**config.mk**
```make
export PLATFORM = sky130hd
export DESIGN_NAME = serial_pattern_tx
export DESIGN_NICKNAME = d
export VERILOG_FILES = /design/src/rtl/serial_pattern_tx.sv
export SDC_FILE = /design/constraint.sdc
export NUM_CORES = 1
export LEC_CHECK = 0
export CAP_MARGIN = 30
export CORE_MARGIN = 2
export CORE_UTILIZATION = 60
export DETAILED_ROUTE_END_ITERATION = 10
export DONT_BUFFER_PORTS = 1
export PLACE_DENSITY = 0.87
export SLEW_MARGIN = 20
export SYNTH_ARGS = -nofsm -noshare
export SYNTH_HDL_FRONTEND = slang
export SYNTH_SLANG_ARGS = --single-unit
```
**constraint.sdc**
```tcl
create_clock -name clk -period 1.6 [get_ports clk]
set_input_delay 0.08 -clock clk [delete_from_list [all_inputs] [get_ports clk]]
set_output_delay 0.08 -clock clk [all_outputs]
set_load 0.1 [all_outputs]
```
**src/rtl/serial_pattern_tx.sv**
```systemverilog
// serial_pattern_tx: MSB-first serial word transmitter with valid/ready load port and registered outputs.
// Optional TX_REPEAT_EN adds repeat_en to resend the captured word back-to-back.
module serial_pattern_tx #(
    parameter int WIDTH      = 8,
    parameter int LEN_W      = 4,
    parameter int GAP_CYCLES = 1
) (
    input  logic             clk,
    input  logic             resetn,
    input  logic             load_valid,
    output logic             load_ready,
    input  logic [WIDTH-1:0] load_data,
    input  logic [LEN_W-1:0] load_len,
`ifdef TX_REPEAT_EN
    input  logic             repeat_en,
`endif
    output logic             w,
    output logic             w_valid,
    output logic             busy,
    output logic             done
);
    localparam int GW = $clog2(GAP_CYCLES + 2);
    typedef enum logic [1:0] {IDLE, SHIFT, GAP} state_t;
    state_t           state, state_d;
    logic [WIDTH-1:0] sh, sh_d;
    logic [LEN_W-1:0] cnt, cnt_d, len_n;
    logic [GW-1:0]    gcnt, gcnt_d;
    logic             done_d;
`ifdef TX_REPEAT_EN
    logic [WIDTH-1:0] word;
    logic [LEN_W-1:0] len_q;
`endif
    always_comb begin
        len_n   = (load_len == '0 || load_len > LEN_W'(WIDTH)) ? LEN_W'(WIDTH) : load_len;
        state_d = state;
        sh_d    = sh;
        cnt_d   = cnt;
        gcnt_d  = gcnt;
        done_d  = 1'b0;
        case (state)
            IDLE: if (load_valid) begin
                state_d = SHIFT;
                sh_d    = load_data << (LEN_W'(WIDTH) - len_n);
                cnt_d   = len_n;
            end
            SHIFT: begin
                sh_d  = sh << 1;
                cnt_d = cnt - 1'b1;
                if (cnt == LEN_W'(1)) begin
                    done_d = 1'b1;
`ifdef TX_REPEAT_EN
                    if (repeat_en) begin
                        sh_d  = word;
                        cnt_d = len_q;
                    end else
`endif
                    if (GAP_CYCLES > 0) begin
                        state_d = GAP;
                        gcnt_d  = GW'(GAP_CYCLES - 1);
                    end else
                        state_d = IDLE;
                end
            end
            GAP: if (gcnt == '0) state_d = IDLE; else gcnt_d = gcnt - 1'b1;
            default: state_d = IDLE;
        endcase
    end
    // outputs are registered from next-state values so w never follows an input combinationally
    always_ff @(posedge clk or negedge resetn)
        if (!resetn) begin
            state      <= IDLE;
            sh         <= '0;
            cnt        <= '0;
            gcnt       <= '0;
            w          <= 1'b0;
            w_valid    <= 1'b0;
            busy       <= 1'b0;
            done       <= 1'b0;
            load_ready <= 1'b1;
`ifdef TX_REPEAT_EN
            word       <= '0;
            len_q      <= '0;
`endif
        end else begin
            state      <= state_d;
            sh         <= sh_d;
            cnt        <= cnt_d;
            gcnt       <= gcnt_d;
            w          <= state_d == SHIFT && sh_d[WIDTH-1];
            w_valid    <= state_d == SHIFT;
            busy       <= state_d != IDLE;
            done       <= done_d;
            load_ready <= state_d == IDLE;
`ifdef TX_REPEAT_EN
            if (state == IDLE && load_valid) begin
                word  <= sh_d;
                len_q <= cnt_d;
            end
`endif
        end
endmodule

```
==> impl_metrics.tcl <==
set metrics [dict create \
    antenna_found_initial 0 \
    timing_worst_setup_path_type "flip-flop to flip-flop" \
    wire_per_inst_microns 16.4 \
    clkSlewWorstSetupHoldPaths_ps 110 \
    seq_area_sq_um 527 \
    drtPass1Iterations 4 \
    ant_nets 0 \
    grt_pass1_vias 1087 \
    slew_violations 0 \
    multi_input_area_sq_um 722 \
    period_needed_ps 1530 \
    cts.sinks 21 \
    ys_async_sr_fraction_pct 100 \
    final_cells 171 \
    area_growth_pct 13.6 \
    clockBufferDepth 2 \
    critPathSlowestCell "dfrtp_1" \
    drt-initial-drc-count 32 \
    pre_cts_ws_ps 97.1 \
    slowest_delay_ps 540 \
    cp-end-kind "flip-flop" \
    synth_warnings 0 \
    timing.final.crit_share_pct 95.4 \
    crit_fanout 10 \
    grt_overflow_total 0 \
    synthCells 132 \
    cts_max_level 1 \
    hold_viol_final 0 \
    start_util_pct 64.9 \
    dp_cells 163 \
    numCtsBuffers 3 \
    ios 20 \
    seq_area_frac_synth_pct 40.5 \
    clock_tree.root_cell "clkbuf_4" \
    antennaDiodeCount 0 \
    fin_setup_tns_ps 0 \
    synth_nets 151 \
    fmax_ghz 0.655 \
    outcome "finished, final reports clean" \
    layout-drive-gt1-share_pct 20.1 \
    setup_viol 0 \
    vias 1088 \
    die_y_microns 50.5 \
    ir_drop_mv 0.927 \
    fin_nets 164 \
    fillers 154 \
    synth-main-ff-cell "dfrtp_1" \
    chipWidth_microns 50.5 \
    finalWirelength_microns 2810 \
    max_slew_margin_pct 67.7 \
    worst_pin_slew_ps 486 \
    layout_setup_ws_ps 73.4 \
    port_buffers 0 \
    cap_violations 0 \
    core_area_sq_um 2000 \
    clk_latency_ps 310 \
    dp.final_hpwl_microns 2160 \
    via_per_inst 6.36 \
    arrival_ps 1750 \
    synth-edff-count 0 \
    required_ps 1820 \
    die-area_sq_um 2550 \
    grt_pass1_wl_microns 4960 \
    power_density_nw_per_um2 1460 \
    finish.utilization_pct 73.8 \
    drc 0 \
    rows 16 \
    synth_cell_type_count 47 \
    ys_ff_latch 21 \
    p_leak_uw 0.000630 \
    netlist_area_sq_um 1300 \
    hold_path.class "input pin to flip-flop" \
    cts_tree "done" \
    skew_ps 8.69 \
    postSynthAreaPerCell_sq_um 9.85 \
    rsz0062_at_grt "true" \
    start_kind "flip-flop" \
    grt_usage_pct 26.3 \
    grt_max_degree 22 \
    crit_chain "nor2b_1, a22o_1, a31oi_2, a211oi_1" \
    gp_congestion 0.868 \
]
## final timing paths
path | depth (start not counted) | start | slack [ps] | end
setup / recovery | 4 | state[0] | 70 | w
hold / removal | 2 | load_valid | 20 | cnt[0]
setup reg to reg | 4 | state[0] | 70 | w
hold reg to reg | 1 | gcnt[0] | 510 | gcnt[0]
max in group asynchronous | 2 | resetn | 1080 | load_ready
min in group asynchronous | 1 | resetn | 50 | cnt[2]
## through the flow
step	total power, uW	instance area [sq um]	hold slack (ps)
5_1_grt	2300	1480	1.39
4_1_cts	2140	1460	4.12
2_1_floorplan	1650	1340	-216
3_5_place_dp	1870	1400	-215
3_3_place_gp	1840	1400	-215
6_report	2150	1480	15.4
## timing repair
action	4_1_cts	5_1_grt
gates resized for setup	0	1
endpoints found under the setup margin	0	4
hold endpoints to repair	24	0
setup buffers	0	0
hold buffers	3	0
## synth_stat cells (2+ instances only)
master,n,share of area (%)
a21oi_1,8,3.1
a22oi_1,5,2.9
buf_2,4,1.5
dfrtp_1,20,38
ha_1,4,3.9
inv_1,11,3.2
mux2i_1,2,1.5
mux4_2,4,6.9
nand2_1,10,2.9
nand2b_1,2,0.96
nand3_1,9,3.5
nor2_1,4,1.2
nor2b_1,2,0.96
nor3_1,3,1.2
o211ai_1,3,1.7
o21ai_0,4,1.5
o22ai_1,5,2.4
o31ai_1,2,1.2
or3_1,2,0.96
## per-layer routing
| layer | track usage [%] | part of all wire, % | vias up |
|---|---|---|---|
| met5 | 0 | 0 | - |
| met4 | 10.8 | 1.6 | 0 |
| met3 | 3.87 | 6.9 | 5 |
| met2 | 44.3 | 49 | 47 |
| met1 | 34.1 | 42 | 522 |
| li1 | - | - | 514 |
## state kept, by name, indices dropped and copies added (netlist names), 2 cells and up
name and flops:
state 2, cnt 4, sh 8, gcnt 2
## cell families after synthesis
family          count (synthesis)  synth area share [%]
simple gates                   39                  16.1
compound gates                 40                  21.5
fa+ha+maj                       4                  3.85
xor+xnor                        3                  2.60
flops                          21                  40.5
buf+inv                        18                  6.16
mux                             7                  9.34
## area by class of cell
cell class,count,share of cell area (%)
Multi-Input combinational cell,93,48.9
Sequential cell,21,35.7
Timing Repair Buffer,14,8.14
Inverter,12,3.22
Tap cell,27,2.29
Clock buffer,4,1.78
## worst max-delay path: cells and delay by family (launching register included)
kind / cells / cell delay, ps
flip-flops: 1 / 540
AO/OA/AOI/OAI: 3 / 490
AND/OR/NAND/NOR: 1 / 400
## cells in the final DEF (no fill, tap or decap), types with 2 or more instances in the layout
master and count:
a21oi_1 8, nand3_1 9, ha_1 3, o211ai_1 3, a22oi_1 5, o22ai_1 5
inv_1 10, nand2b_1 2, mux4_2 4, nand2_1 10, mux2i_1 2, or3_1 2
dfrtp_1 20, o21ai_0 4, buf_4 10, dlygate4sd3_1 3, nor3_1 3, clkbuf_4 3
nor2_1 4, nor2b_1 2, o31ai_1 2
## report_power, final
| group | internal, uW | total, uW | switching, uW | leakage [uW] |
|---|---|---|---|---|
| combinational | 372 | 994 | 622 | 0.000352 |
| sequential | 701 | 903 | 202 | 0.000262 |
| clock | 97.5 | 255 | 158 | 0.0000150 |
Note: power is estimated with default switching activity, not from simulation.
